[src/rtl/hazard_stall_controller.sv]
// ID-stage hazard controller: load-use, branch-operand and memory-busy stalls.
// Drives PC enable, IF/ID hold, ID/EX bubble, global freeze and a stall counter.
module hazard_stall_controller #(
  parameter int ADDR_W            = 5,
  parameter int LOAD_STALL_CYCLES = 1,
  parameter int ZERO_REG_EXEMPT   = 1,
  parameter int CNT_W             = 16
) (
  input  logic              clk_i,
  input  logic              rst_i,
  input  logic [ADDR_W-1:0] RS1addr_i,
  input  logic [ADDR_W-1:0] RS2addr_i,
  input  logic              RS1use_i,
  input  logic              RS2use_i,
  input  logic              ID_Branch_i,
  input  logic              ID_EX_MemRead_i,
  input  logic              ID_EX_RegWrite_i,
  input  logic [ADDR_W-1:0] ID_EX_RDaddr_i,
  input  logic              EX_MEM_MemRead_i,
  input  logic [ADDR_W-1:0] EX_MEM_RDaddr_i,
  input  logic              MemBusy_i,
  output logic              NoOp_o,
  output logic              Stall_o,
  output logic              PCWrite_o,
  output logic              Freeze_o,
  output logic [CNT_W-1:0]  StallCount_o
);

  typedef enum logic {
    IDLE,
    LU_WAIT
  } state_t;

  localparam logic [3:0] REM_INIT = 4'(LOAD_STALL_CYCLES - 1);
  localparam logic       MULTI    = (LOAD_STALL_CYCLES > 1);
  localparam logic       EXEMPT   = (ZERO_REG_EXEMPT != 0);

  state_t           state_q, state_d;
  logic [3:0]       rem_q, rem_d;
  logic [CNT_W-1:0] cnt_q, cnt_d;

  logic hit_ex, hit_mem;
  logic lu, br_ex, br_mem;

  function automatic logic hit(
    input logic [ADDR_W-1:0] a,
    input logic [ADDR_W-1:0] rs1,
    input logic [ADDR_W-1:0] rs2,
    input logic              use1,
    input logic              use2
  );
    logic m;
    m = (use1 && (a == rs1)) || (use2 && (a == rs2));
    return m && !(EXEMPT && (a == '0));
  endfunction

  always_comb begin
    hit_ex  = hit(ID_EX_RDaddr_i, RS1addr_i, RS2addr_i,
                  RS1use_i, RS2use_i);
    hit_mem = hit(EX_MEM_RDaddr_i, RS1addr_i, RS2addr_i,
                  RS1use_i, RS2use_i);
    lu      = ID_EX_MemRead_i && hit_ex;
    br_ex   = ID_Branch_i && ID_EX_RegWrite_i && hit_ex;
    br_mem  = ID_Branch_i && EX_MEM_MemRead_i && hit_mem;
  end

  always_comb begin
    NoOp_o    = 1'b0;
    Stall_o   = 1'b0;
    PCWrite_o = 1'b1;
    Freeze_o  = 1'b0;
    state_d   = state_q;
    rem_d     = rem_q;
    if (!rst_i) begin
      state_d = IDLE;
    end else if (MemBusy_i) begin
      Stall_o   = 1'b1;
      PCWrite_o = 1'b0;
      Freeze_o  = 1'b1;
    end else if (state_q == LU_WAIT) begin
      NoOp_o    = 1'b1;
      Stall_o   = 1'b1;
      PCWrite_o = 1'b0;
      rem_d     = rem_q - 4'd1;
      if (rem_q == 4'd1) state_d = IDLE;
    end else if (lu || br_ex || br_mem) begin
      NoOp_o    = 1'b1;
      Stall_o   = 1'b1;
      PCWrite_o = 1'b0;
      if (lu && MULTI) begin
        state_d = LU_WAIT;
        rem_d   = REM_INIT;
      end
    end
  end

  // Saturating: freeze cycles count as stalls too.
  always_comb begin
    cnt_d = cnt_q;
    if (Stall_o && (cnt_q != {CNT_W{1'b1}})) cnt_d = cnt_q + 1'b1;
  end

  always_ff @(posedge clk_i) begin
    if (!rst_i) begin
      state_q <= IDLE;
      rem_q   <= '0;
      cnt_q   <= '0;
    end else begin
      state_q <= state_d;
      rem_q   <= rem_d;
      cnt_q   <= cnt_d;
    end
  end

  assign StallCount_o = cnt_q;

endmodule

[config.mk]
export PLATFORM = sky130hd
export DESIGN_NAME = hazard_stall_controller
export DESIGN_NICKNAME = d
export VERILOG_FILES = /design/src/rtl/hazard_stall_controller.sv
export SDC_FILE = /design/constraint.sdc
export NUM_CORES = 1
export LEC_CHECK = 0
export ABC_AREA = 1
export CAP_MARGIN = 10
export CORE_UTILIZATION = 25
export CTS_CLUSTER_DIAMETER = 30
export DETAILED_ROUTE_END_ITERATION = 7
export PLACE_DENSITY_LB_ADDON = 0.1
export SYNTH_ARGS = -nofsm -noshare
export SYNTH_HDL_FRONTEND = slang
export SYNTH_SLANG_ARGS = --single-unit
export TNS_END_PERCENT = 100
[constraint.sdc]
create_clock -name clk_i -period 1.83 [get_ports clk_i]
set_input_delay 0.2745 -clock clk_i [delete_from_list [all_inputs] [get_ports clk_i]]
set_output_delay 0.2745 -clock clk_i [all_outputs]
set_load 0.005 [all_outputs]
; Word-level counts from Yosys, hierarchy flattened
; Index checks and enable logic that the tools add are counted.
[classes]
addsub = 2
n_eq_ne = 6
muxes = 14
bitwise_logic = 1
n_reduce_logical = 21
[op_table]
columns = op, n
row1 = equality test 5 bit, 4
row2 = adder 16 x 1 -> 16 bit (second input constant), 1
row3 = inequality test 16 bit (second input constant), 1
row4 = two-way mux 1 bit, 14
row5 = logical AND 1 bit, 12
row6 = logical NOT 5 bit, 2
row7 = equality test 4 x 1 -> 1 bit (second input constant), 1
row8 = logical OR 1 bit, 4
row9 = subtractor 4 x 1 -> 4 bit (second input constant), 1
row10 = logical NOT 1 bit, 2
row11 = AND reduction 2 bit, 1
row12 = NOT 1 bit, 1
[totals]
register_bits = 21
input_bits = 29
output_inout_bits = 20
word_cells = 47

; Logic depth before layout (Yosys ltp)
; Gate-level depths: netlist of the first run.
[depth]
depth_word = 12
depth_mapped = 12
mapped_depth_nobuf = 12

; Least setup slack after synthesis of the first run
; No wires, ideal clock.
[synth_path]
path_type = register to register
start = register cnt_q[0], in the netlist StallCount_o[0]
end = register cnt_q[10], in the netlist StallCount_o[10]
setup_ns = 0.141
t_arrival_ns = 1.497
required_time_ns = 1.689
setup_slack_ns = 0.193
path_stages_with_launch = 8
n_path_buf = 1
period_less_slack_ns = 1.637
path_cell_list = dfxtp_1 ha_1 nand2_2 nor3_4 nand4_4 clkbuf_1 nand4_1 a21oi_2
[synth_between]
elab_chain_cells = 2
elab_cells_between_ends = 3
classes_between = add/sub (1) / eq/ne (1) / reduce/logical (1)
[synth_lines]
columns = element, line_no
row1 = start: declaration, 40  ; logic [CNT_W-1:0] cnt_q, cnt_d;
row2 = start signal: assignment, 111  ; cnt_q <= cnt_d;
row3 = "parallel branches: the longest is 2 deep, another holds adder 16 x 1 -> 16 bit", n/a
; Parallel ways; which one is timed is not known.
; A chain may end at the register's enable or synchronous reset.

; Worst setup path in the final report of the first run
[layout_path]
start = input port MemBusy_i
end = output port Freeze_o
[layout_between]
elab_chain_cells = 2
[layout_lines]
columns = element, line_no
row1 = start: declaration, 21  ; input logic MemBusy_i,
row2 = two-way mux 1 bit, 76  ; end else if (MemBusy_i) begin
row3 = two-way mux 1 bit, 74  ; if (!rst_i) begin
row4 = end: declaration, 25  ; output logic Freeze_o,
; Every way passes these cells.

==> run_results.csv, run 1 <==
group,metric,value,unit
outcome,outcome,"finished clean",
floorplanning,rows,30,
final_layout,syn_to_final_growth,43.6,%
timing,finalSetupViolations,0,
detailed_routing,ant_nets,0,
critical_path,worstPathRequired,1.56,ns
grt,grt_pass1_wl,8370,um
detailed_routing,viasPerCell,4.52,
clock_network,cts_tree,"yes",
critical_path,critPathCaptureType,"output port",
grt,grt_pass1_vias,1784,
critical_path,reg2reg_depth,8,
timing,fmax,569,MHz
power,p_int,0.725,mW
critical_path,critPathKind,"input port to output port",
final_layout,final_common_cell,"nand2_1",
clock_network,path_clk_slew,0.08,ns
clock_network,cts_hold_buf,0,
hold_path,min_from,"state_q",
flow_run,maxCapViolations,0,
synthesis,ys.flop_type,"dfxtp_1",
power,peakVddDrop,0.321,mV
hold_path,hp-class,"flop to flop",
synthesis,ys_seq_area_share,24.2,%
detailed_routing,routed_wl,5070,um
timing,timing_hold_violations_final,0,
floorplanning,dieArea,7290,um2
final_layout,final_nets,380,
detailed_routing,firstDrtPassIters,4,
floorplanning,io_pins,49,
synthesis,syn_area,1740,um2
clock_network,clk_path_buf_depth,2,
floorplanning,die_w,85.4,um
clock_network,postCtsSetupBuffers,0,
synthesis,ys_warn_count,0,
power,p_sw,0.296,mW
critical_path,path_max_fanout,3,
critical_path,startpoint_type,"input port",
timing,period_needed,1.76,ns
clock_network,h-tree-depth,1,
hold_path,holdPathStages,2,
power,p_leak,1.16,nW
power,p_comb_share,23.5,%
final_layout,fillers,758,
clock_network,clkSinkCount,21,
detailed_routing,wire_per_inst,11.9,um
synthesis,synth_cell_type_count,27,
grt,antenna_found_initial,0,
floorplanning,die_h,85.4,um
grt,grt-ovfl-total,0,
power,p_seq_share,45.3,%
floorplanning,initial_core_util,25.7,%
critical_path,cp.arrival,1.48,ns
clock_network,numCtsBuffers,3,
timing,rsz0062_at_grt,"yes",
synthesis,ys_async_sr_fraction,0,%
timing,slew_violations,0,
critical_path,r2r_end,"StallCount_o[6]",
detailed_routing,vias,1932,
synthesis,netlist_instances,279,
critical_path,worst-r2r-setup-slack,0.19,ns
synthesis,synth_edf_count,0,
timing,worst_pin_slew,0.342,ns
power,pwr_density_cell,409,nW/um2
hold_path,hold_path_end,"state_q",
power,fin_total_pwr,1.02,mW
clock_network,cts_root_buf,"clkbuf_8",
power,clkPwrFrac,31.2,%
synthesis,ys_ff_latch,21,
final_layout,diodes,0,
synthesis,postSynthAreaPerCell,6.23,um2
grt,grt.total_usage,14.3,%
final_layout,drive_gt1_share,18.7,%
final_layout,finalCoreUtilization,37.0,%
timing,post-route-period-util,96.1,%
critical_path,rr_startpoint,"StallCount_o[0]",
placement,hpwl,3950,um
clock_network,clk_latency,0.26,ns
timing,relSlewSlack,77.0,%
placement,place.gp.congestion,0.803,
placement,place.port_buffers,48,
grt,grt_max_degree,17,
floorplanning,coreArea,6760,um2
detailed_routing,drc,0,
timing,fin_skew,0.00204,ns
detailed_routing,drt_iter0_drc,38,
power,swShare,29.0,%
final_layout,mostFrequentLayoutCells,"nand2_1 (72), inv_1 (40), nor2_1 (35)",
synthesis,syn-num-nets,311,
[how the worst max path moves through the flow]
stage,start,to,slack (ns),depth (start not counted)
2_1_floorplan,StallCount_o[0],StallCount_o[10],0.19,7
3_3_place_gp,RS1addr_i[2],NoOp_o,-0.63,10
3_5_place_dp,RS1addr_i[2],NoOp_o,-0.63,10
4_1_cts,RS2addr_i[1],PCWrite_o,0.003,11
5_1_grt,ID_EX_RDaddr_i[1],PCWrite_o,-0.03,10
6_report,MemBusy_i,Freeze_o,0.07,5
[what timing repair did]
item	CTS	global route
setup endpoints to repair	18	15
gates resized for setup	42	12
pin swaps	5	6
[synthesized netlist by cell type (5+ instances only)]
| master | number | area, um2 |
|---|---|---|
| nand2_2 | 9 | 56.3 |
| nand3_1 | 13 | 65.1 |
| a21oi_1 | 9 | 45.0 |
| nor2_1 | 35 | 131 |
| o21ai_1 | 5 | 25.0 |
| nand2_1 | 76 | 285 |
| dfxtp_1 | 21 | 420 |
| xor2_1 | 8 | 70.1 |
| nand4_1 | 18 | 113 |
| a21oi_2 | 8 | 70.1 |
| inv_1 | 45 | 169 |
[kinds of logic (layout without fill, tap and decap cells)]
kind of cell    Yosys count  count (layout)  share of synthesized area, %
xor+xnor                 12              12                          6.04
buf+inv                  53             121                          12.6
compound gates           29              29                          10.6
flops                    21              21                          24.2
simple gates            161             161                          44.4
fa+ha+maj                 3               3                          2.16
[cell type report]
| class | count | area [um2] | area share [%] |
|---|---|---|---|
| Inverter | 46 | 173 | 6.91 |
| Timing Repair Buffer | 71 | 629 | 25.2 |
| Sequential cell | 21 | 420 | 16.8 |
| Clock inverter | 1 | 5.00 | 0.200 |
| Multi-Input combinational cell | 205 | 1130 | 45.2 |
| Clock buffer | 3 | 41.3 | 1.65 |
| Tap cell | 80 | 100 | 4.01 |
[power by group through the flow]
stage               registers [mW]  clock network, mW  logic (mW)
finish                       0.463              0.319       0.240
global route                 0.464              0.358       0.270
CTS                          0.463              0.333       0.239
detailed placement           0.473                  0       0.253
global placement             0.473                  0       0.254
floorplan                    0.475                  0       0.112
[worst max-delay path, stage by stage]
cell,delay (ns)
clkdlybuf4s50_1,0.52
buf_4,0.13
nand2_1,0.04
inv_1,0.04
clkdlybuf4s50_1,0.48
[registers in the layout, summed over array words and instances (netlist names)]
signal and flops:
state_q 1, StallCount_o 16, rem_q 4
[routing by layer]
metal  routed length (um)  part of all wire [%]  GRT usage, %
met1                 2590                    51          19.7
met5                    0                     0             0
met4                   32                  0.63          2.73
met3                  186                   3.7          2.24
met2                 2260                    45          23.7
[through the flow]
step	instance area, um2	TNS, ns	cells	hold WS (ns)	worst slack (ns)
5_1_grt	2500	-0.0342	427	0.461	-0.0342
2_1_floorplan	1740	0	279	0.415	0.193
4_1_cts	2470	0	427	0.442	0.00338
6_report	2500	0	427	0.442	0.0710
3_5_place_dp	2450	-8.15	423	0.425	-0.625
3_3_place_gp	2450	-8.64	423	0.435	-0.627
No activity file was read; power rests on OpenSTA's default activity.
==> inputs of run 2 (changes only) <==
- clock period: 1.83 -> 2.15 ns (I/O delays scaled with it)
==> run 2 against run 1 <==
Clock-buffer cell count did not move. Combinational power decreased by 16%. Register-to-register slack gained 0.21 ns. Critical path type unchanged. Critical endpoint is now NoOp_o.
==> run_results.csv, run 2 (same netlist as run 1, synthesis figures left out) <==
group,metric,value,unit
outcome,outcome,"finished clean",
final_layout,largest_reg_flops,16,
placement,hpwl,3850,um
critical_path,critical_path.top_delay_family,"buffers and inverters",
power,peakVddDrop,0.184,mV
floorplanning,dieArea,7290,um2
clock_network,clk_latency,0.27,ns
timing,worst_pin_slew,0.340,ns
clock_network,cts_tree,"yes",
detailed_routing,wire_per_inst,11.8,um
final_layout,diodes,0,
floorplanning,coreArea,6760,um2
critical_path,crit_path_top_delay_cell,"clkdlybuf4s50_1",
clock_network,numCtsBuffers,3,
detailed_routing,ant_nets,0,
critical_path,startpoint_type,"input port",
clock_network,clkSinkCount,21,
placement,place.port_buffers,48,
grt,antenna_found_initial,0,
final_layout,final_common_cell,"nand2_1",
floorplanning,die_h,85.4,um
grt,grt_max_degree,17,
critical_path,cp_slowest_stage_delay,0.50,ns
final_layout,fillers,756,
placement,place.gp.congestion,0.795,
clock_network,clk_path_buf_depth,2,
flow_run,maxCapViolations,0,
floorplanning,io_pins,49,
timing,fmax,497,MHz
critical_path,path_cells,"clkdlybuf4s50_1 -> nand2_1 -> nor2_1 -> nand3_1 -> nand2_1 -> nand2_2 -> buf_4 -> a311oi_2 -> buf_2",
detailed_routing,viasPerCell,4.49,
critical_path,path_buf_inv,3,
clock_network,cts_hold_buf,0,
critical_path,cp.arrival,1.69,ns
timing,totalNegativeSetupSlack,0,ns
timing,timing_hold_violations_final,0,
timing,post-route-period-util,93.6,%
hold_path,hp-class,"flop to flop",
final_layout,mostFrequentLayoutCells,"nand2_1 (73), inv_1 (40), nor2_1 (34)",
clock_network,h-tree-depth,1,
timing,relSlewSlack,77.1,%
power,pwr_density_cell,352,nW/um2
critical_path,cpMostUsedCell,"nand2_1",
final_layout,drive_gt1_share,16.2,%
grt,grt.total_usage,14.1,%
critical_path,path_max_fanout,2,
power,p_leak,1.16,nW
floorplanning,initial_core_util,25.7,%
timing,rsz0062_at_grt,"no",
critical_path,critPathCaptureType,"output port",
clock_network,path_clk_slew,0.07,ns
detailed_routing,routed_wl,4950,um
detailed_routing,firstDrtPassIters,4,
grt,grt_pass1_vias,1772,
critical_path,worstPathRequired,1.83,ns
floorplanning,rows,30,
timing,fin_skew,0.0164,ns
critical_path,critPathKind,"input port to output port",
detailed_routing,drt_iter0_drc,78,
grt,grt_pass1_wl,8360,um
timing,whs,0.442,ns
timing,finalSetupViolations,0,
final_layout,final_nets,372,
floorplanning,die_w,85.4,um
detailed_routing,drc,0,
detailed_routing,vias,1881,
clock_network,cts_root_buf,"clkbuf_8",
grt,grt-ovfl-total,0,
final_layout,syn_to_final_growth,41.4,%
timing,slew_violations,0,
timing,period_needed,2.01,ns
run 2: final timing paths:
check / startpoint / endpoint / slack (ns) / cells past startpoint
min reg2reg: state_q / state_q / 0.44 / 2
max reg2reg: StallCount_o[0] / StallCount_o[12] / 0.40 / 9
max: RS1use_i / NoOp_o / 0.14 / 9
min: state_q / state_q / 0.44 / 2
run 2: routing by layer:
metal,vias to the layer above,track usage [%],wire [um]
li1,1008,-,-
met2,30,23.1,2300
met4,0,2.27,26
met1,839,19.9,2440
met5,-,0,0
met3,4,2.04,178
run 2: tightest hold or removal path, cell delays in order, from the launching register on:
cell,delay [ns]
dfxtp_1,0.31
nand2_1,0.05
a41oi_1,0.04
run 2: where the power goes:
part / switching, mW / internal, mW
logic: 0.106 / 0.0951
clock network: 0.139 / 0.129
registers: 0.00355 / 0.392
total: 0.248 / 0.616
run 2: per-stage QoR:
stage	power, mW	worst slack, ns	utilization [%]	std cells	instance area, um2
3_3_place_gp	0.614	-0.419	35.4	414	2390
3_5_place_dp	0.613	-0.430	35.4	414	2390
4_1_cts	0.883	0.00361	36.0	419	2430
5_1_grt	0.924	0.0194	36.4	419	2460
6_report	0.865	0.138	36.4	419	2460
2_1_floorplan	0.499	0.513	-	279	1740
run 2: what timing repair did:
item / 4_1_cts / 5_1_grt
setup endpoints to repair: 3 / 3
buffers inserted: 1 / 0
pin swaps: 4 / 3
resized for setup: 26 / 12
run 2: layout make-up:
class | instances | area [um2] | share of cell area [%]
multi-input combinational | 205 | 1120 | 45.7
timing repair buffer | 63 | 596 | 24.2
sequential | 21 | 420 | 17.1
inverter | 46 | 173 | 7.02
tap | 80 | 100 | 4.07
clock buffer | 3 | 41.3 | 1.68
clock inverter | 1 | 5.00 | 0.204
